===== config.mk =====
export PLATFORM = sky130hd
export DESIGN_NAME = gfx_rom_arbiter
export DESIGN_NICKNAME = d
export VERILOG_FILES = /design/src/rtl/gfx_rom_arbiter.sv
export SDC_FILE = /design/constraint.sdc
export NUM_CORES = 1
export LEC_CHECK = 0
export ABC_AREA = 1
export CAP_MARGIN = 20
export CORE_MARGIN = 3
export CORE_UTILIZATION = 47
export DETAILED_ROUTE_END_ITERATION = 10
export MAX_ROUTING_LAYER = met4
export PLACE_DENSITY = 0.87
export SKIP_LAST_GASP = 1
export SYNTH_ARGS = -nofsm -noshare
export SYNTH_HDL_FRONTEND = slang
export SYNTH_SLANG_ARGS = --single-unit

===== constraint.sdc =====
create_clock -name clk_sys -period 3.4 [get_ports clk_sys]
set_input_delay 1.02 -clock clk_sys [delete_from_list [all_inputs] [get_ports clk_sys]]
set_output_delay 1.02 -clock clk_sys [all_outputs]
set_load 0.05 [all_outputs]

===== src/rtl/gfx_rom_arbiter.sv =====
// gfx_rom_arbiter: shares one graphics-ROM read port between the char (ch0),
// map (ch1), bg tile (ch2) and sprite (ch3) fetch engines. Round-robin
// arbitration with an optional sprite override (prio_sp). Per-channel read
// data is held until that channel's next completion.
// Optional feature macro: GFX_ROM_BYPASS_EN -- repeat reads of a channel's
// last completed address are answered from the held data without touching
// the memory port.
module gfx_rom_arbiter #(
    parameter int AW = 16,
    parameter int DW = 8
) (
    input  logic          clk_sys,
    input  logic          reset,
    input  logic [3:0]    req,
    input  logic [AW-1:0] addr0,
    input  logic [AW-1:0] addr1,
    input  logic [AW-1:0] addr2,
    input  logic [AW-1:0] addr3,
    output logic [3:0]    ack,
    output logic [DW-1:0] q0,
    output logic [DW-1:0] q1,
    output logic [DW-1:0] q2,
    output logic [DW-1:0] q3,
    input  logic          prio_sp,
    output logic [AW-1:0] mem_addr,
    output logic          mem_req,
    input  logic          mem_ack,
    input  logic [DW-1:0] mem_q,
    output logic          busy,
    output logic [1:0]    grant_idx
);

    typedef enum logic [1:0] {S_IDLE, S_BUSY, S_DONE} state_t;

    state_t        state_q;
    logic [1:0]    rr_q;
    logic [1:0]    grant_q;
    logic [AW-1:0] mem_addr_q;
    logic          mem_req_q;
    logic [3:0]    ack_q;
    logic [DW-1:0] q_q [4];
    logic          busy_q;

    logic [AW-1:0] addr_a [4];
    logic          win_vld;
    logic [1:0]    win_idx;
    logic [1:0]    cand;
    logic [AW-1:0] win_addr;
    logic          hit;

    assign addr_a[0] = addr0;
    assign addr_a[1] = addr1;
    assign addr_a[2] = addr2;
    assign addr_a[3] = addr3;

    // Winner selection: sprite override first, else rotate from rr+1.
    always_comb begin
        win_vld = 1'b0;
        win_idx = '0;
        cand    = '0;
        if (prio_sp && req[3]) begin
            win_vld = 1'b1;
            win_idx = 2'd3;
        end else begin
            for (int unsigned k = 1; k <= 4; k++) begin
                cand = rr_q + k[1:0];
                if (!win_vld && req[cand]) begin
                    win_vld = 1'b1;
                    win_idx = cand;
                end
            end
        end
    end

    assign win_addr = addr_a[win_idx];

`ifdef GFX_ROM_BYPASS_EN
    logic [AW-1:0] last_addr_q [4];
    logic [3:0]    valid_q;

    assign hit = valid_q[win_idx] && (win_addr == last_addr_q[win_idx]);

    // Remember the address of each channel's last memory completion.
    always_ff @(posedge clk_sys or posedge reset) begin
        if (reset) begin
            valid_q <= '0;
            for (int unsigned i = 0; i < 4; i++) last_addr_q[i] <= '0;
        end else if (state_q == S_BUSY && mem_ack) begin
            valid_q[grant_q]     <= 1'b1;
            last_addr_q[grant_q] <= mem_addr_q;
        end
    end
`else
    assign hit = 1'b0;
`endif

    // Arbitration FSM with registered memory-port and channel outputs.
    always_ff @(posedge clk_sys or posedge reset) begin
        if (reset) begin
            state_q    <= S_IDLE;
            rr_q       <= 2'd3;
            grant_q    <= '0;
            mem_addr_q <= '0;
            mem_req_q  <= 1'b0;
            ack_q      <= '0;
            busy_q     <= 1'b0;
            for (int unsigned i = 0; i < 4; i++) q_q[i] <= '0;
        end else begin
            case (state_q)
                S_IDLE: begin
                    if (win_vld) begin
                        grant_q <= win_idx;
                        rr_q    <= win_idx;
                        busy_q  <= 1'b1;
                        if (hit) begin
                            ack_q[win_idx] <= 1'b1;
                            state_q        <= S_DONE;
                        end else begin
                            mem_addr_q <= win_addr;
                            mem_req_q  <= 1'b1;
                            state_q    <= S_BUSY;
                        end
                    end
                end
                S_BUSY: begin
                    if (mem_ack) begin
                        q_q[grant_q]   <= mem_q;
                        mem_req_q      <= 1'b0;
                        ack_q[grant_q] <= req[grant_q];
                        state_q        <= S_DONE;
                    end
                end
                S_DONE: begin
                    ack_q   <= '0;
                    busy_q  <= 1'b0;
                    state_q <= S_IDLE;
                end
                default: state_q <= S_IDLE;
            endcase
        end
    end

    assign ack       = ack_q;
    assign q0        = q_q[0];
    assign q1        = q_q[1];
    assign q2        = q_q[2];
    assign q3        = q_q[3];
    assign mem_addr  = mem_addr_q;
    assign mem_req   = mem_req_q;
    assign busy      = busy_q;
    assign grant_idx = grant_q;

endmodule


==> summary.txt, run 1 <==
Global route
  – Overflow after GRT: 0
  – Total Routing Usage GR: 26.91%
  – Largest net degree at the start of global routing: 41
  – Initial antenna violation count: 0
  – First-pass GRT wire length: 16.07 mm
  – Number of global-route vias before repair: 3499

Synth
  – Syn avg cell area: 7.299 um^2
  – Async set-reset flop share out of synthesis: 100.0%
  – Synthesized area: 0.003292 mm^2
  – Yosys warns: 0
  – Most used DFF post-synth: dfrtp_1
  – Yosys cell types: 28
  – Most numerous cell in the Yosys netlist: nand2_1
  – Top-area cell type share of the netlist area: 44.09%
  – Commonest cells in the netlist: 142 x nand2_1, 81 x inv_1, 58 x dfrtp_1
  – Cell taking the most area after synthesis: dfrtp_1
  – Sequential share of the synthesized area: 45.69%
  – Syn Inst Count: 451
  – Post-synth net total: 531
  – Synth Register Bits: 60
  – Number of synthesized flops with an enable pin: 0
  – Most area-consuming cells after synthesis: dfrtp_1 44%, nand2_1 16%, inv_1 9.2%

Die
  – Initial Util: 50.12%
  – Chip Height: 89.69 um
  – Core Rows: 29
  – Io pins: 136
  – Die area: 0.008044 mm^2
  – Die Wd: 89.69 um
  – CORE AREA: 0.006568 mm^2

Min path
  – Hold path cells: 2
  – Hold EP: mem_addr[14]
  – Hold Crit Start: mem_addr[14]
  – Hold crit path type: register to register

Detailed routing
  – Vias per inst: 5.220
  – 1st-pass router iterations: 6
  – DRC viols: 0
  – Vias after detailed routing: 3576
  – Drt wl/cell: 14.80 um
  – DRT antenna net count: 0
  – Routed wire length: 10.14 mm
  – DRT iter0 DRCs: 265

Placed design
  – Dpl hpwl: 7.463 mm
  – Port Buffer Count: 135
  – Placed Cells: 669
  – Post-Place Worst Slack: 298.2 ps
  – GPL Wtd Cong: 0.9222

Critical path
  – Worst path arrival time: 3050 ps
  – RR Endpoint: mem_addr[7]
  – WS Path Type: primary input to register
  – Crit start category: primary input
  – Flop2flop setup slack: 930 ps
  – CP max FO: 13
  – Crit. End Element: register
  – Reg2Reg Depth: 12
  – CP required: 3650 ps
  – Worst reg2reg startpoint: rr_q[0]

Power
  – P_leak: 2.468 nW
  – P per Cell Area: 1149 mW/mm^2
  – Peak VDD IR: 0.9382 mV

STA
  – Relative slew slack: 58.24%
  – Final hold violations: 0
  – Slew of the pin with the lowest slew margin: 625.5 ps
  – Worst clock skew: 8.240 ps
  – RSZ-0062 raised after global routing: no
  – Fin crit share: 82.34%
  – Tmin final: 2800 ps
  – Total negative setup slack: 0 ps
  – Fmax: 357.2 MHz
  – Slew Viols, Final: 0
  – Setup slack after layout: 600.4 ps
  – # setup viols final: 0

Clock network
  – Worst skew pair latency: 340 ps
  – CTS Buf Count: 9
  – H-tree levels: 3
  – CTS sink cnt: 60
  – Clk pin slew, worst setup/hold paths: 70 ps
  – Clock Tree Buf Depth: 2
  – Post-CTS Setup Bufs: 0
  – CTS tree: built
  – Post-CTS sizing: 0
  – Root buf cell: clkbuf_8
  – Cts hold-fix bufs: 0

Status
  – Status: complete, no violations

Final layout
  – Layout cells sized above 1: 7.601%
  – Layout Nets: 667
  – Area Growth Syn to Fin: 49.90%
  – Non-Filler Instances: 685
  – N_diodes: 0

Flow run
  – Max Cap Violations: 0
[state kept, by name, indices dropped and copies added, names as in the netlist, 2 cells and up]
name,flops
rr_q,2
q3,8
grant_idx,2
q2,8
state_q,2
ack,4
q0,8
q1,8
mem_addr,16
[through the flow]
stage | utilization (%) | area [um^2] | power [mW] | hold WS [ps]
final | 75.14 | 4935 | 5.671 | 482.0
after global placement | 72.09 | 4735 | 4.893 | 462.5
after global routing | 75.14 | 4935 | 6.040 | 506.8
after CTS | 75.14 | 4935 | 5.675 | 482.7
after floorplan | - | 3292 | 3.866 | 451.6
after detailed placement | 72.09 | 4735 | 4.992 | 464.8
[cell type report]
cell class | count | area, um^2
multi-input cells | 289 | 1375
fillers | 486 | 1633
repair buffers | 143 | 1424
well taps | 93 | 116.4
inverters | 84 | 315.3
clock buffers | 9 | 123.9
clock inverters | 7 | 76.32
flip-flops and latches | 60 | 1504
[critical path: stages]
cell and delay, ps:
clkdlybuf4s50_1 480, inv_1 80, o21ai_1 170, nand2_1 130, nand2_2 120, nor2_4 50, nand3b_1 100, nand3_1 150
buf_4 230, inv_1 310, nand2_1 120, o21ai_0 90
[logic make-up (layout without fill, tap and decap cells)]
family                 Yosys count  after routing  synth area share, %
buffers and inverters          102            243                12.54
AO/OA/AOI/OAI                   54             54                9.122
flip-flops                      60             60                45.69
AND/OR/NAND/NOR                235            235                32.65
[routing by layer]
metal | up-vias | part of all wire [%] | track usage (%) | routed length (um)
met2 | 185 | 49 | 42.29 | 4991
met5 | - | 0 | - | 0
met3 | 22 | 8.3 | 6.661 | 841
met1 | 1672 | 40 | 34.15 | 4071
li1 | 1697 | - | - | -
met4 | 0 | 2.3 | 8.931 | 231
[worst max path at each step]
| stage | from | endpoint | slack (ps) |
|---|---|---|---|
| final | req[2] | rr_q[0] | 600 |
| after global routing | req[2] | rr_q[0] | 450 |
| after CTS | req[2] | grant_idx[0] | 640 |
| after detailed placement | req[2] | grant_idx[0] | 300 |
| after global placement | req[3] | grant_idx[0] | 370 |
| after floorplan | reset | ack[0] | 900 |
[placed cells by master, fill, tap and decap left out]
cell type        instances
inv_1                   80
o21a_1                   1
o21ai_1                  3
o22ai_1                  1
inv_2                    4
nand2_1                142
nor3_1                   3
inv_6                    1
clkinv_2                 1
a21oi_1                  1
nand3_1                 34
dfstp_2                  2
buf_12                   1
nand3_2                  3
nand3b_1                 1
o31ai_1                  1
clkdlybuf4s50_1        135
nand4_2                  1
nor2_4                   4
nand2_4                  1
clkbuf_8                 9
nor2_1                  15
o21ai_0                 38
o211ai_1                 8
nor2_2                   2
dfrtp_1                 58
bufinv_16                1
buf_4                    7
clkinvlp_4               2
nand4_1                 25
nand2_2                  4
clkinv_4                 2
a221oi_1                 1
[where the power goes]
part / internal (mW) / total, mW / switching [mW] / leakage (nW)
logic: 1.21 / 3.72 / 2.51 / 1.63
clock network: 0.341 / 0.643 / 0.301 / 0.0958
registers: 1.07 / 1.31 / 0.243 / 0.742
Power figures use the tool's default switching activity.
==> run 2, diff against run 1 <==
--- a/config.mk
+++ b/config.mk
@@ -8,10 +8,10 @@
 export ABC_AREA = 1
 export CAP_MARGIN = 20
 export CORE_MARGIN = 3
-export CORE_UTILIZATION = 47
+export CORE_UTILIZATION = 43
 export DETAILED_ROUTE_END_ITERATION = 10
 export MAX_ROUTING_LAYER = met4
-export PLACE_DENSITY = 0.87
+export PLACE_DENSITY = 0.8
 export SKIP_LAST_GASP = 1
 export SYNTH_ARGS = -nofsm -noshare
 export SYNTH_HDL_FRONTEND = slang
==> constraint.sdc (replaced) <==
create_clock -name clk_sys -period 2.8 [get_ports clk_sys]
set_input_delay 0.84 -clock clk_sys [delete_from_list [all_inputs] [get_ports clk_sys]]
set_output_delay 0.84 -clock clk_sys [all_outputs]
set_load 0.05 [all_outputs]
==> summary.txt, run 2 (same netlist as run 1, synthesis figures left out) <==
Clock network
  – Cts hold-fix bufs: 0 (unchanged)
  – CTS Buf Count: 9 (unchanged)
  – CTS sink cnt: 60 (unchanged)
  – Post-CTS Setup Bufs: 0 (unchanged)
  – Worst skew pair latency: 330 ps (was 340 ps)
  – Post-CTS sizing: 0 (unchanged)
  – Clk pin slew, worst setup/hold paths: 60 ps (was 70 ps)
  – H-tree levels: 3 (unchanged)
  – CTS tree: built (unchanged)
  – Clock Tree Buf Depth: 2 (unchanged)
  – Root buf cell: clkbuf_8 (unchanged)

Die
  – Die Wd: 93.50 um (was 89.69 um)
  – Initial Util: 44.91% (was 50.12%)
  – Chip Height: 93.50 um (was 89.69 um)
  – Die area: 0.008741 mm^2 (was 0.008044 mm^2)
  – Core Rows: 31 (was 29)
  – Io pins: 136 (unchanged)
  – CORE AREA: 0.007331 mm^2 (was 0.006568 mm^2)

STA
  – Tmin final: 2489 ps
  – Relative slew slack: 63.44% (was 58.24%)
  – RSZ-0062 raised after global routing: no (unchanged)
  – Post-Route Hold Slack: 479.0 ps (was 482.0 ps)
  – Fmax: 401.8 MHz
  – Total negative setup slack: 0 ps (unchanged)
  – # setup viols final: 0 (unchanged)
  – Slew Viols, Final: 0 (unchanged)
  – Worst clock skew: 6.173 ps (was 8.240 ps)
  – Setup slack after layout: 311.3 ps (was 600.4 ps)
  – Final hold violations: 0 (unchanged)
  – Slew of the pin with the lowest slew margin: 546.7 ps (was 625.5 ps)
  – Fin crit share: 88.88%

Placed design
  – Dpl hpwl: 7.188 mm (was 7.463 mm)
  – Port Buffer Count: 135 (unchanged)
  – Placed Cells: 681 (was 669)
  – Post-DP Area: 0.004812 mm^2 (was 0.004735 mm^2)
  – GPL Wtd Cong: 0.9289 (was 0.9222)
  – Post-Place Worst Slack: 13.90 ps (was 298.2 ps)

Power
  – Final Total Pwr: 6.820 mW (was 5.671 mW)
  – P_leak: 2.497 nW (was 2.468 nW)
  – Peak VDD IR: 0.7809 mV (was 0.9382 mV)
  – P per Cell Area: 1367 mW/mm^2 (was 1149 mW/mm^2)

Final layout
  – Layout Utilization: 68.05% (was 75.14%)
  – Commonest non-fill, non-tap cell in the layout: nand2_1 (unchanged)
  – Fill cells: 597 (was 486)
  – Non-Filler Instances: 696 (was 685)
  – N_diodes: 0 (unchanged)
  – Max FFs per register: 16 (unchanged)
  – Post-route cell area: 0.004989 mm^2 (was 0.004935 mm^2)
  – Layout Nets: 673 (was 667)
  – Area Growth Syn to Fin: 51.54% (was 49.90%)
  – Layout cells sized above 1: 8.375% (was 7.601%)
  – Commonest cells after routing, fill and taps aside: 142 x nand2_1, 135 x clkdlybuf4s50_1, 80 x inv_1, 58 x dfrtp_1, 38 x o21ai_0 (unchanged)

Global route
  – First-pass GRT wire length: 15.29 mm (was 16.07 mm)
  – Number of global-route vias before repair: 3303 (was 3499)
  – Total Routing Usage GR: 22.51% (was 26.91%)
  – Largest net degree at the start of global routing: 41 (unchanged)
  – Initial antenna violation count: 0 (unchanged)
  – Overflow after GRT: 0 (unchanged)

Detailed routing
  – Drt wl/cell: 13.27 um (was 14.80 um)
  – Vias after detailed routing: 3439 (was 3576)
  – Routed wire length: 9.234 mm (was 10.14 mm)
  – DRC viols: 0 (unchanged)
  – 1st-pass router iterations: 5 (was 6)
  – DRT antenna net count: 0 (unchanged)
  – DRT iter0 DRCs: 110 (was 265)
  – Vias per inst: 4.941 (was 5.220)

Critical path
  – Slowest-stage cell, CP: clkdlybuf4s50_1 (unchanged)
  – Largest delay share family, worst path: buffers and inverters (unchanged)
  – CP required: 1960 ps (was 3650 ps)
  – CP peak stage delay: 850 ps (was 480 ps)
  – Crit. End Element: output pin (was register)
  – Worst Path Buf+Inv: 1 (was 4)
  – Worst path arrival time: 1650 ps (was 3050 ps)
  – CP max FO: 6 (was 13)
  – Crit start category: register (was primary input)
  – WS Path Type: register to output pin (was primary input to register)
  – Crit-path cells: clkdlybuf4s50_1 (was clkdlybuf4s50_1 > inv_1 > o21ai_1 > nand2_1 > nand2_2 > nor2_4 > nand3b_1 > nand3_1 > buf_4 > inv_1 > nand2_1 > o21ai_0)

Status
  – Status: complete, no violations (unchanged)

Min path
  – Hold crit path type: register to register (unchanged)

Flow run
  – Max Cap Violations: 0 (unchanged)
-- run 2: cell count changes in the layout (fill, tap and decap cells not counted), sizes merged --
cell / change
clkbuf: +2
buf: +6
bufinv: -1
inv: -1
clkinv: -1
-- run 2: area by class of cell --
type / count / area [um^2] / share of cell area (%)
Inverter: 84 / 315.3 / 6.321
Tap cell: 99 / 123.9 / 2.483
Clock buffer: 11 / 151.4 / 3.035
Sequential cell: 60 / 1504 / 30.15
Timing Repair Buffer: 149 / 1494 / 29.95
Multi-Input combinational cell: 289 / 1375 / 27.56
Clock inverter: 4 / 25.02 / 0.5016
-- run 2: where the power goes --
group | internal (mW) | total (mW) | switching, mW
registers | 1.29 | 1.57 | 0.275
logic | 1.57 | 4.56 | 2.99
clock network | 0.361 | 0.691 | 0.330
-- run 2: worst paths after layout --
| kind | start | end | slack [ps] | cells after the start |
|---|---|---|---|---|
| min reg2reg | state_q[1] | state_q[0] | 480 | 1 |
| max reg2reg | rr_q[0] | grant_idx[0] | 520 | 13 |
| min in group asynchronous | reset | q0[7] | 860 | 2 |
| max in group asynchronous | reset | q2[1] | 1400 | 3 |
| min | state_q[1] | state_q[0] | 480 | 1 |
| max | grant_idx[1] | grant_idx[1] | 310 | 1 |
-- run 2: layer usage --
metal / wire length [um] / share of wire, % / track usage, % / up-vias
met5: 0 / 0 / - / -
met3: 606 / 6.6 / 6.275 / 14
met4: 144 / 1.6 / 6.471 / 0
met1: 3985 / 43 / 27.98 / 1603
li1: - / - / - / 1708
met2: 4498 / 49 / 36.03 / 114
==> run 3, diff against run 2 <==
--- a/config.mk
+++ b/config.mk
@@ -7,7 +7,7 @@
 export LEC_CHECK = 0
 export ABC_AREA = 1
 export CAP_MARGIN = 20
-export CORE_MARGIN = 3
+export CORE_MARGIN = 1.5
 export CORE_UTILIZATION = 43
 export DETAILED_ROUTE_END_ITERATION = 10
 export MAX_ROUTING_LAYER = met4
@@ -16,3 +16,4 @@
 export SYNTH_ARGS = -nofsm -noshare
 export SYNTH_HDL_FRONTEND = slang
 export SYNTH_SLANG_ARGS = --single-unit
+export TNS_END_PERCENT = 1
==> summary.txt, run 3 (same netlist as run 1, synthesis figures left out) <==
Critical path
  – CP max FO: 6 (unchanged)
  – Worst path arrival time: 1650 ps (about the same)
  – Crit. End Element: output pin (unchanged)
  – Worst Path Buf+Inv: 1 (unchanged)
  – Largest delay share family, worst path: buffers and inverters (unchanged)
  – Crit-path cells: clkdlybuf4s50_1 (unchanged)
  – Slowest-stage cell, CP: clkdlybuf4s50_1 (unchanged)
  – CP peak stage delay: 850 ps (about the same)
  – CP required: 1960 ps (about the same)
  – Crit start category: register (unchanged)
  – WS Path Type: register to output pin (unchanged)

Clock network
  – Post-CTS Setup Bufs: 0 (unchanged)
  – Clock Tree Buf Depth: 2 (unchanged)
  – CTS sink cnt: 60 (unchanged)
  – CTS tree: built (unchanged)
  – CTS Buf Count: 9 (unchanged)
  – Clk pin slew, worst setup/hold paths: 70 ps (was 60 ps)
  – Root buf cell: clkbuf_8 (unchanged)
  – Worst skew pair latency: 350 ps (was 330 ps)
  – Cts hold-fix bufs: 0 (unchanged)
  – Post-CTS sizing: 0 (unchanged)
  – H-tree levels: 3 (unchanged)

STA
  – RSZ-0062 raised after global routing: no (unchanged)
  – # setup viols final: 0 (unchanged)
  – Worst clock skew: 13.68 ps (was 6.173 ps)
  – Slew of the pin with the lowest slew margin: 559.6 ps (was 546.7 ps)
  – Tmin final: 2488 ps (was 2489 ps)
  – Fmax: 402.0 MHz (was 401.8 MHz)
  – Post-Route Hold Slack: 477.4 ps (was 479.0 ps)
  – Final hold violations: 0 (unchanged)
  – Slew Viols, Final: 0 (unchanged)
  – Relative slew slack: 62.58% (was 63.44%)
  – Fin crit share: 88.85% (was 88.88%)

Detailed routing
  – Vias per inst: 5.013 (was 4.941)
  – DRC viols: 0 (unchanged)
  – Vias after detailed routing: 3484 (was 3439)
  – DRT iter0 DRCs: 185 (was 110)
  – 1st-pass router iterations: 5 (unchanged)
  – DRT antenna net count: 0 (unchanged)
  – Drt wl/cell: 13.23 um (was 13.27 um)
  – Routed wire length: 9.197 mm (was 9.234 mm)

Placed design
  – GPL Wtd Cong: 1.008 (was 0.9289)
  – Dpl hpwl: 6.983 mm (was 7.188 mm)
  – Port Buffer Count: 135 (unchanged)

Flow run
  – Max Cap Violations: 0 (unchanged)

Global route
  – Initial antenna violation count: 0 (unchanged)
  – Largest net degree at the start of global routing: 61 (was 41)
  – Number of global-route vias before repair: 3582 (was 3303)
  – Total Routing Usage GR: 24.62% (was 22.51%)
  – First-pass GRT wire length: 15.97 mm (was 15.29 mm)
  – Overflow after GRT: 0 (unchanged)

Die
  – Chip Height: 90.50 um (was 93.50 um)
  – Io pins: 136 (unchanged)
  – Die area: 0.008189 mm^2 (was 0.008741 mm^2)
  – Initial Util: 44.91% (unchanged)
  – Core Rows: 31 (unchanged)
  – Die Wd: 90.50 um (was 93.50 um)
  – CORE AREA: 0.007331 mm^2 (unchanged)

Final layout
  – Layout Nets: 671 (was 673)
  – Max FFs per register: 16 (unchanged)
  – Layout cells sized above 1: 8.221% (was 8.375%)
  – Commonest cells after routing, fill and taps aside: 142 x nand2_1, 135 x clkdlybuf4s50_1, 80 x inv_1, 58 x dfrtp_1, 38 x o21ai_0 (unchanged)
  – Commonest non-fill, non-tap cell in the layout: nand2_1 (unchanged)
  – Layout Utilization: 68.99% (was 68.05%)
  – Area Growth Syn to Fin: 53.63% (was 51.54%)
  – N_diodes: 0 (unchanged)

Power
  – Peak VDD IR: 0.8288 mV (was 0.7809 mV)
  – P_leak: 2.527 nW (was 2.497 nW)
  – P per Cell Area: 1411 mW/mm^2 (was 1367 mW/mm^2)

Min path
  – Hold crit path type: register to register (unchanged)

Status
  – Status: complete, no violations (unchanged)
run 3: cell count changes in the layout (fill, tap and decap cells not counted):
cell        previous run  this run
buf_12                 3         6
buf_4                 11         6
bufinv_16              0         2
clkbuf_8              11         9
clkinv_2               2         1
clkinv_4               0         2
clkinvlp_4             2         1
inv_6                  0         1
run 3: metal layers:
metal / track usage (%) / wire length, um
met5: - / 0
met4: 7.540 / 203
met3: 6.397 / 603
met2: 40.29 / 4490
met1: 29.82 / 3900
run 3: area by class of cell:
cell class / instances / area, um^2
clock inverters: 7 / 98.84
well taps: 99 / 123.9
clock buffers: 9 / 123.9
flip-flops and latches: 60 / 1504
multi-input cells: 289 / 1375
inverters: 84 / 315.3
repair buffers: 147 / 1516
fillers: 603 / 2273
run 3: worst paths after layout:
kind | start | depth (start not counted) | endpoint | slack (ps)
min reg2reg | state_q[1] | 1 | state_q[0] | 480
min | state_q[1] | 1 | state_q[0] | 480
max in group asynchronous | reset | 3 | rr_q[1] | 1630
min in group asynchronous | reset | 3 | q0[0] | 860
max | grant_idx[1] | 1 | grant_idx[1] | 310
max reg2reg | rr_q[0] | 16 | mem_addr[1] | 480
run 3: worst register-to-register path, cell delays in order, from the launching register on:
cell and delay, ps:
dfstp_2 680, inv_1 200, nand2_1 90, nand2_1 100
nand2_2 120, nand2_4 80, inv_2 80, nand3_2 80
nor2_2 130, nor2_4 60, nand3_2 80, buf_12 190
nand2_1 80, nand3_1 70, nand2_1 60, nand2_1 60
nand2_1 50
run 3: report_power, final:
group	internal, mW	total, mW	switching [mW]
clock	0.505	0.878	0.373
combinational	1.65	4.69	3.04
sequential	1.29	1.57	0.279
total	3.45	7.14	3.69
run 3: stage by stage:
step	instance area [um^2]	power [mW]	instances	TNS, ps	worst slack [ps]
after floorplan	3292	4.695	451	0	478.6
after detailed placement	4835	6.274	679	-43.82	-17.84
final	5057	7.138	695	0	312.3
after global placement	4835	6.146	679	0	68.81
after global routing	5057	7.637	695	0	146.0
after CTS	5057	7.171	695	0	301.1
